## src/rtl/load_store_unit.sv

```systemverilog
// Load/store unit: accepts one LW/LB/LBU/SW/SB request at a time, validates it,
// drives the data-memory strobes for MEM_LATENCY cycles and returns an extended result.
module load_store_unit #(
  parameter int unsigned MEM_LATENCY = 1
) (
  input  logic        clk,
  input  logic        reset,
  input  logic        req_valid,
  output logic        req_ready,
  input  logic [2:0]  req_op,
  input  logic [31:0] req_addr,
  input  logic [31:0] req_wdata,
  output logic        resp_valid,
  input  logic        resp_ready,
  output logic [31:0] resp_rdata,
  output logic        resp_err,
  output logic [17:0] mem_address,
  output logic [31:0] mem_write_data,
  output logic        mem_read,
  output logic        mem_write,
  output logic        mem_byte_op,
  input  logic [31:0] mem_read_data
);

  localparam int unsigned ADDR_W = 18;
  localparam int unsigned DATA_W = 32;
  localparam int unsigned CNT_W  = 4;
  localparam int unsigned OP_W   = 3;

  localparam logic [OP_W-1:0] OP_LW  = 3'b000;
  localparam logic [OP_W-1:0] OP_LB  = 3'b001;
  localparam logic [OP_W-1:0] OP_LBU = 3'b010;
  localparam logic [OP_W-1:0] OP_SW  = 3'b011;
  localparam logic [OP_W-1:0] OP_SB  = 3'b100;

  typedef enum logic [1:0] {IDLE, ACCESS, RESP} state_t;

  state_t              r_state;
  logic [CNT_W-1:0]    r_cnt;
  logic [OP_W-1:0]     r_op;
  logic [ADDR_W-1:0]   r_addr;
  logic [DATA_W-1:0]   r_wdata;
  logic [DATA_W-1:0]   r_rdata;
  logic                r_err;
  logic                r_mem_read;
  logic                r_mem_write;
  logic                r_byte_op;
  logic                r_req_ready;
  logic                r_resp_valid;

  state_t              w_state_nxt;
  logic [CNT_W-1:0]    w_cnt_nxt;
  logic [DATA_W-1:0]   w_rdata_nxt;
  logic                w_err_nxt;
  logic                w_mem_read_nxt;
  logic                w_mem_write_nxt;
  logic                w_hs;
  logic                w_req_err;
  logic                w_req_load;
  logic                w_req_store;
  logic                w_req_byte;
  logic [DATA_W-1:0]   w_load_result;

  assign w_hs        = req_valid && (r_state == IDLE);
  assign w_req_load  = (req_op == OP_LW) || (req_op == OP_LB) || (req_op == OP_LBU);
  assign w_req_store = (req_op == OP_SW) || (req_op == OP_SB);
  assign w_req_byte  = (req_op == OP_LB) || (req_op == OP_LBU) || (req_op == OP_SB);
  assign w_req_err   = (req_op > OP_SB) || (req_addr[31:ADDR_W] != '0) ||
                       (((req_op == OP_LW) || (req_op == OP_SW)) && (req_addr[1:0] != 2'b00));

  // Byte reads only carry meaning in bits [7:0].
  always_comb begin
    w_load_result = '0;
    case (r_op)
      OP_LW:   w_load_result = mem_read_data;
      OP_LB:   w_load_result = {{24{mem_read_data[7]}}, mem_read_data[7:0]};
      OP_LBU:  w_load_result = {24'b0, mem_read_data[7:0]};
      default: w_load_result = '0;
    endcase
  end

  // Next-state, counter, strobe and response logic.
  always_comb begin
    w_state_nxt     = r_state;
    w_cnt_nxt       = r_cnt;
    w_rdata_nxt     = r_rdata;
    w_err_nxt       = r_err;
    w_mem_read_nxt  = 1'b0;
    w_mem_write_nxt = 1'b0;
    unique case (r_state)
      IDLE: begin
        if (req_valid) begin
          w_err_nxt   = w_req_err;
          w_rdata_nxt = '0;
          if (w_req_err) begin
            w_state_nxt = RESP;
          end else begin
            w_state_nxt     = ACCESS;
            w_cnt_nxt       = CNT_W'(MEM_LATENCY);
            w_mem_read_nxt  = w_req_load;
            w_mem_write_nxt = w_req_store;
          end
        end
      end
      ACCESS: begin
        if (r_cnt == CNT_W'(1)) begin
          w_state_nxt = RESP;
          w_cnt_nxt   = '0;
          w_rdata_nxt = w_load_result;
        end else begin
          w_cnt_nxt       = r_cnt - CNT_W'(1);
          w_mem_read_nxt  = r_mem_read;
          w_mem_write_nxt = r_mem_write;
        end
      end
      RESP: begin
        if (resp_ready) w_state_nxt = IDLE;
      end
      default: w_state_nxt = IDLE;
    endcase
  end

  always_ff @(posedge clk or posedge reset) begin
    if (reset) begin
      r_state      <= IDLE;
      r_cnt        <= '0;
      r_op         <= '0;
      r_addr       <= '0;
      r_wdata      <= '0;
      r_rdata      <= '0;
      r_err        <= 1'b0;
      r_mem_read   <= 1'b0;
      r_mem_write  <= 1'b0;
      r_byte_op    <= 1'b0;
      r_req_ready  <= 1'b1;
      r_resp_valid <= 1'b0;
    end else begin
      r_state      <= w_state_nxt;
      r_cnt        <= w_cnt_nxt;
      r_rdata      <= w_rdata_nxt;
      r_err        <= w_err_nxt;
      r_mem_read   <= w_mem_read_nxt;
      r_mem_write  <= w_mem_write_nxt;
      r_req_ready  <= (w_state_nxt == IDLE);
      r_resp_valid <= (w_state_nxt == RESP);
      if (w_hs) begin
        r_op      <= req_op;
        r_addr    <= req_addr[ADDR_W-1:0];
        r_byte_op <= w_req_byte;
        r_wdata   <= (req_op == OP_SB) ? {24'b0, req_wdata[7:0]} : req_wdata;
      end
    end
  end

  assign req_ready      = r_req_ready;
  assign resp_valid     = r_resp_valid;
  assign resp_rdata     = r_rdata;
  assign resp_err       = r_err;
  assign mem_address    = r_addr;
  assign mem_write_data = r_wdata;
  assign mem_read       = r_mem_read;
  assign mem_write      = r_mem_write;
  assign mem_byte_op    = r_byte_op;

endmodule
```

## config.mk

```make
export PLATFORM = sky130hd
export DESIGN_NAME = load_store_unit
export DESIGN_NICKNAME = d
export VERILOG_FILES = /design/src/rtl/load_store_unit.sv
export SDC_FILE = /design/constraint.sdc
export NUM_CORES = 1
export LEC_CHECK = 0
export ABC_AREA = 1
export BUFFER_PORTS_ARGS = -buffer_cell sky130_fd_sc_hd__buf_4
export CAP_MARGIN = 25
export CORE_AREA = 2 2 117 119
export DETAILED_ROUTE_END_ITERATION = 10
export DIE_AREA = 0 0 119 121
export PLACE_DENSITY = 0.6
export SETUP_SLACK_MARGIN = 0.05
export SLEW_MARGIN = 20
export SYNTH_ARGS = -nofsm -noshare
export SYNTH_HDL_FRONTEND = slang
export SYNTH_SLANG_ARGS = --single-unit
```

## constraint.sdc

```tcl
create_clock -name clk -period 3.9 [get_ports clk]
set_input_delay 0.39 -clock clk [delete_from_list [all_inputs] [get_ports clk]]
set_output_delay 0.39 -clock clk [all_outputs]
set_load 0.01 [all_outputs]
```

==> results.yml, run 1 <==
floorplan:
  dieArea_mm2: 0.01440
  initial_core_util: 0.3236
  pin_count: 191
  fp.dieW_um: 119
  die_y_um: 121
  row_count: 42
  core_mm2: 0.01309
clock_network:
  cts_num_sinks: 97
  cts_tree: "yes"
  cts_made_buffers: 9
  cts_resized: 0
  clk_latency_ps: 340
  clk_path_buf_depth: 2
  cts_setup_buffers: 0
  holdBufCountCts: 0
  htree_levels: 3
  clk_pin_slew_worst_paths_ps: 70
  cts_root_buf: "clkbuf_16"
critical_path:
  cp.required_ps: 4170
  crit_type: "flip-flop to flip-flop"
  startpoint_type: "flip-flop"
  critPathMaxFanout: 45
  cp_data_arrival_time_ps: 2180
  crit_path_end_kind: "flip-flop"
outcome:
  status: "finished clean"
timing:
  timing.setup.tns_ps: 0
  setup_viol: 0
  period_share: 0.4910
  finClkSkew_ps: 3.628
  fin_crit_ps: 1915
  fmax_mhz: 522.2
  maxSlewViolCount: 0
  tightest_slew_ps: 910.0
  rsz0062_at_grt: "no"
  hold_viol_final: 0
  slew_headroom: 0.3934
global_route:
  grt_pass1_vias: 4038
  antenna_found_initial: 0
  grt_pass1_wl_um: 19690
  grt_use_total: 0.1718
  grt_overflow: 0
  grt_max_degree: 75
power:
  p_per_area_mw_per_mm2: 477.6
  clkPwrFrac: 0.309
  p_sw_frac: 0.3046
  p_int_mw: 2.018
  vdd_drop_max_v: 0.0002488
  power_leakage_nw: 3.484
  seqPwrFrac: 0.438
  combPwrFrac: 0.254
  switchingPower_mw: 0.8842
place:
  dpl.hpwl_um: 8515
  placement.cell_area_mm2: 0.005772
  port_buffers: 190
  gp_congestion: 0.7868
routing:
  drc: 0
  routed_wl_um: 11870
  routedWlPerCell_um: 13.66
  drt_pre_antenna_iters: 4
  routed_via_density: 4.626
  ant_nets: 0
  via_count: 4020
  drt_iter0_drc: 243
job:
  drv_cap: 0
synth:
  seq_area_frac_synth: 0.5736
  syn_nets: 616
  netlist_area_mm2: 0.004234
  syn_inst: 511
  yosysUniqueCellTypes: 27
  ys_warn_count: 0
  ys_seq_elements: 97
  avgSynthCellArea_um2: 8.286
finish:
  syn_to_final_growth_pct: 43.56
  drive_above_1_share: 0.3189
  fill_cells: 1288
  nNetsFinal: 793
  finalInstanceArea_mm2: 0.006078
  antenna_cells: 0
worst_hold_path:
  hp-class: "input pin to asynchronous set/reset pin"
==> cells in the final DEF (no fill, tap or decap), types with 2 or more instances in the layout <==
cell type / count
buf_4: 194
clkbuf_16: 9
clkinv_4: 2
clkinvlp_4: 2
dfrtp_1: 96
ha_1: 2
inv_1: 20
inv_2: 3
nand2_1: 221
nand3_1: 90
nand4_1: 2
nor2_1: 17
o21ai_0: 9
o21ai_1: 8
or2_2: 2
==> power groups by stage <==
stage	Sequential (mW)	Clock, mW	Combinational (mW)
finish	1.27	0.896	0.737
global route	1.29	0.973	0.825
CTS	1.27	0.923	0.750
detailed placement	1.28	0	0.750
global placement	1.28	0	0.729
floorplan	1.33	0	0.321
==> state kept, by name, summed over array words and instances (netlist names) <==
signal          cells
mem_write_data     32
resp_rdata         32
req_ready           1
resp_err            1
mem_write           1
mem_read            1
mem_address        18
r_cnt               4
mem_byte_op         1
r_op                3
resp_valid          1
r_state             2
==> worst paths after layout <==
check | from | to | slack (ps) | cells past startpoint
max | r_state[1] | resp_rdata[2] | 1990 | 5
min | reset | mem_write_data[6] | 240 | 2
max reg2reg | r_state[1] | resp_rdata[2] | 1990 | 5
min reg2reg | mem_address[8] | mem_address[8] | 470 | 2
max in group asynchronous | reset | mem_write_data[17] | 2800 | 3
min in group clk | req_addr[11] | mem_address[11] | 250 | 3
==> worst max-delay path: stages (launching register included) <==
cell and delay [ps]:
dfrtp_1 450, nor3_4 70, inv_2 510, buf_4 520
nand3_1 150, o21ai_1 100
==> routing by layer <==
metal,vias to the layer above,global-route usage,wire (um)
li1,1974,-,-
met5,-,0,0
met4,0,0.04911,138
met1,1885,0.2198,5009
met3,10,0.05263,941
met2,151,0.2820,5783
==> layout make-up <==
type,instances,area [um2],share of cell area
multi-input combinational,361,1570,0.2583
timing repair buffer,194,1456,0.2396
sequential,97,2429,0.3995
inverter,25,96.34,0.01585
clock buffer,10,239.0,0.03932
clock inverter,6,67.56,0.01112
tap,176,220.2,0.03623
==> synthesized netlist by cell type <==
cell | count | area share
a21oi_1 | 1 | 0.0012
a31oi_1 | 1 | 0.0015
buf_1 | 2 | 0.0018
buf_2 | 16 | 0.019
buf_6 | 3 | 0.0080
clkbuf_1 | 7 | 0.0062
clkinv_1 | 1 | 0.00089
dfrtp_1 | 96 | 0.57
dfstp_2 | 1 | 0.0062
ha_1 | 2 | 0.0059
inv_1 | 21 | 0.019
inv_2 | 3 | 0.0027
nand2_1 | 221 | 0.20
nand3_1 | 90 | 0.11
nand4_1 | 2 | 0.0030
nor2_1 | 17 | 0.015
nor2_2 | 1 | 0.0015
nor2_8 | 1 | 0.0047
nor3_1 | 1 | 0.0012
nor3_2 | 1 | 0.0024
o211ai_1 | 1 | 0.0018
o21a_1 | 1 | 0.0018
o21ai_0 | 9 | 0.011
o21ai_1 | 8 | 0.0095
o21ai_2 | 1 | 0.0021
or2_2 | 2 | 0.0030
xor2_1 | 1 | 0.0021
==> cell families (layout without fill, tap and decap cells) <==
family / after synthesis / in the layout / synth area share
AND/OR/NAND/NOR: 336 / 336 / 0.3330
flip-flops: 97 / 97 / 0.5736
buffers and inverters: 53 / 235 / 0.05704
AO/OA/AOI/OAI: 22 / 22 / 0.02837
adder cells (fa/ha/maj): 2 / 2 / 0.005909
XOR/XNOR: 1 / 1 / 0.002069
==> per-stage QoR <==
| step | total power, mW | hold WS (ps) | std cells | util | setup WS, ps |
|---|---|---|---|---|---|
| 6_report | 2.903 | 241.6 | 869 | 0.4645 | 1985 |
| 5_1_grt | 3.088 | 247.2 | 869 | 0.4645 | 1775 |
| 4_1_cts | 2.944 | 229.7 | 869 | 0.4645 | 1949 |
| 3_5_place_dp | 2.034 | 460.1 | 853 | 0.4411 | 1830 |
| 3_3_place_gp | 2.013 | 455.9 | 853 | 0.4411 | 1888 |
| 2_1_floorplan | 1.648 | 476.5 | 511 | - | 977.9 |
Power figures use the tool's default switching activity.
==> run 2, diff against run 1 <==
ABC_AREA = 0   (was 1)
CORE_AREA = 2 2 112 114   (was 2 2 117 119)
DIE_AREA = 0 0 114 116   (was 0 0 119 121)
PLACE_DENSITY = 0.63   (was 0.6)
clock period = 1.5 ns   (was 3.9 ns; I/O delays follow)
==> results.yml, run 2 <==
clock_network:
  clk_path_buf_depth: 2
  cts_made_buffers: 9
  cts_root_buf: "clkbuf_16"
  cts_tree: "yes"
  cts_num_sinks: 97
  clk_pin_slew_worst_paths_ps: 60
  htree_levels: 3
  clk_latency_ps: 330
global_route:
  antenna_found_initial: 0
  grt_overflow: 0
  grt_pass1_vias: 3390
  grt_use_total: 0.1661
  grt_pass1_wl_um: 16990
  grt_max_degree: 55
floorplan:
  initial_core_util: 0.3253
  die_y_um: 116
  row_count: 40
  pin_count: 191
  core_mm2: 0.01191
  fp.dieW_um: 114
  dieArea_mm2: 0.01322
finish:
  finalInstanceArea_mm2: 0.006396
  antenna_cells: 0
  nNetsFinal: 613
  syn_to_final_growth_pct: 65.06
  final_cell_mix: "buf_4 (206), dfrtp_1 (96), a22o_1 (34), a21oi_1 (26), mux2_4 (18)"
  multi_input_area_mm2: 0.001546
  final_common_cell: "buf_4"
  fill_cells: 1036
  regArea_mm2: 0.002429
  drive_above_1_share: 0.5527
timing:
  setup_viol: 50
  timing.setup.tns_ps: -3088
  hold_viol_final: 0
  setup_ws_ps: -110.0
  fmax_mhz: 621.1
  tightest_slew_ps: 403.0
  period_share: 1.073
  fin_crit_ps: 1610
  finClkSkew_ps: 3.488
  hold_ws_ps: 22.98
  maxSlewViolCount: 0
  slew_headroom: 0.7302
  rsz0062_at_grt: "yes"
synth:
  yosysUniqueCellTypes: 38
  synth_adder_area_share: 0.006458
  ys.flop_type: "dfrtp_1"
  synth_edf_count: 0
  synth-async-reset-ratio: 1.000
  synthMuxAreaShare: 0.08428
  synth_top_family_by_area: "compound AO/OA/AOI/OAI gates"
  synth_top_area_frac: 0.6200
  synthTopCellsByCount: "dfrtp_1 (96), a22o_1 (34), mux2_1 (29)"
  synth_xor_area_frac: 0.006781
  avgSynthCellArea_um2: 13.32
  yosys.area_share.simple: 0.04456
  seq_area_frac_synth: 0.6267
  synth_area_leaders: "dfrtp_1 (62%), mux2_1 (8.4%), a22o_1 (7.7%), o2bb2ai_1 (5.4%), a21oi_1 (3.4%)"
  syn_nets: 396
  synth_top_area_cell: "dfrtp_1"
  yosysMostFrequentCell: "dfrtp_1"
  syn_inst: 291
  ys_warn_count: 0
  synth_compound_area_frac: 0.1999
  netlist_area_mm2: 0.003875
  ys_seq_elements: 97
critical_path:
  startpoint_type: "flip-flop"
  crit_path_end_kind: "flip-flop"
  crit_type: "flip-flop to flip-flop"
  critPathMaxFanout: 24
  cp.required_ps: 1760
  cp_data_arrival_time_ps: 1870
place:
  gp_congestion: 0.7564
  port_buffers: 190
  pre_cts_ws_ps: -129.7
  placement.cell_area_mm2: 0.005773
  dpl.hpwl_um: 7655
routing:
  drt_iter0_drc: 84
  via_count: 3253
  routedWlPerCell_um: 16.59
  drt_pre_antenna_iters: 4
  drc: 0
  routed_via_density: 4.936
  routed_wl_um: 10930
  ant_nets: 0
job:
  drv_cap: 0
outcome:
  status: "finished, violations left"
  violations: "setup timing"
power:
  vdd_drop_max_v: 0.0007805
  p_per_area_mw_per_mm2: 1107
  power_leakage_nw: 3.147
worst_hold_path:
  hp-class: "input pin to flip-flop"
==> run 2: changes by cell type after synthesis, moves of 5 or more <==
cell / before / now
nor2_1: 17 / 5
nand3_1: 90 / 1
nand2_1: 221 / 2
o21ai_0: 9 / 4
a22o_1: 0 / 34
o2bb2ai_1: 0 / 24
a21oi_1: 1 / 26
mux2_1: 0 / 29
o21ai_1: 8 / 1
buf_2: 16 / 10
inv_1: 21 / 6
==> run 2: final timing paths <==
kind / startpoint / slack [ps] / depth (start not counted) / to
setup / recovery: r_cnt[1] / -110 / 7 / resp_rdata[22]
max in group asynchronous: reset / 740 / 4 / req_ready
min in group asynchronous: reset / 450 / 4 / r_cnt[2]
setup reg to reg: r_cnt[1] / -110 / 7 / resp_rdata[22]
hold reg to reg: resp_rdata[30] / 490 / 1 / resp_rdata[30]
hold / removal: mem_read_data[3] / 20 / 2 / resp_rdata[3]
==> run 2: per-stage QoR <==
stage | cells | total power [mW] | utilization
6_report | 659 | 7.083 | 0.5370
5_1_grt | 659 | 7.475 | 0.5370
4_1_cts | 654 | 7.092 | 0.5208
3_5_place_dp | 635 | 4.844 | 0.4847
3_3_place_gp | 635 | 4.806 | 0.4847
2_1_floorplan | 291 | 3.882 | -
==> run 2: critical path: stages (launching register included) <==
cell	delay, ps
dfrtp_1	390
inv_2	80
ha_4	110
nor3b_4	180
nand2b_1	130
a211o_1	290
buf_12	180
o2bb2ai_1	160
==> run 2: cells by family after synthesis <==
kind of cell / count (synthesis)
adders and majority gates: 2
xor gates and xnor gates: 3
DFF: 97
AOI/OAI and AO/OA: 103
buffers and inverters: 27
muxes: 29
and+or+nand+nor: 30
==> run 2: final cells by class <==
| class | count | area share |
|---|---|---|
| sequential | 97 | 0.3797 |
| timing repair buffer | 227 | 0.3044 |
| multi-input combinational | 167 | 0.2418 |
| clock buffer | 12 | 0.03854 |
| tap | 147 | 0.02876 |
| inverter | 6 | 0.004108 |
| clock inverter | 3 | 0.002739 |
==> run 2: metal layers <==
layer	up-vias	wire, um	GRT usage
met5	-	0	0
met1	1569	4526	0.2090
li1	1530	-	-
met2	141	5297	0.2663
met4	0	170	0.06585
met3	13	940	0.05492
==> run 2: power by group <==
part | internal (mW) | switching (mW) | leakage, nW | total [mW]
Sequential | 2.95 | 0.222 | 1.22 | 3.17
Clock | 1.15 | 0.911 | 0.128 | 2.07
Combinational | 1.09 | 0.754 | 1.80 | 1.85
==> run 2: what timing repair did <==
action                                  in CTS  in global routing
endpoints found under the setup margin      91                 85
pin swaps                                    3                  8
buffers inserted                             2                  5
hold endpoints to repair                    96                  0
hold buffers                                 1                  0
resized for setup                           26                 20
gates cloned                                 2                  2
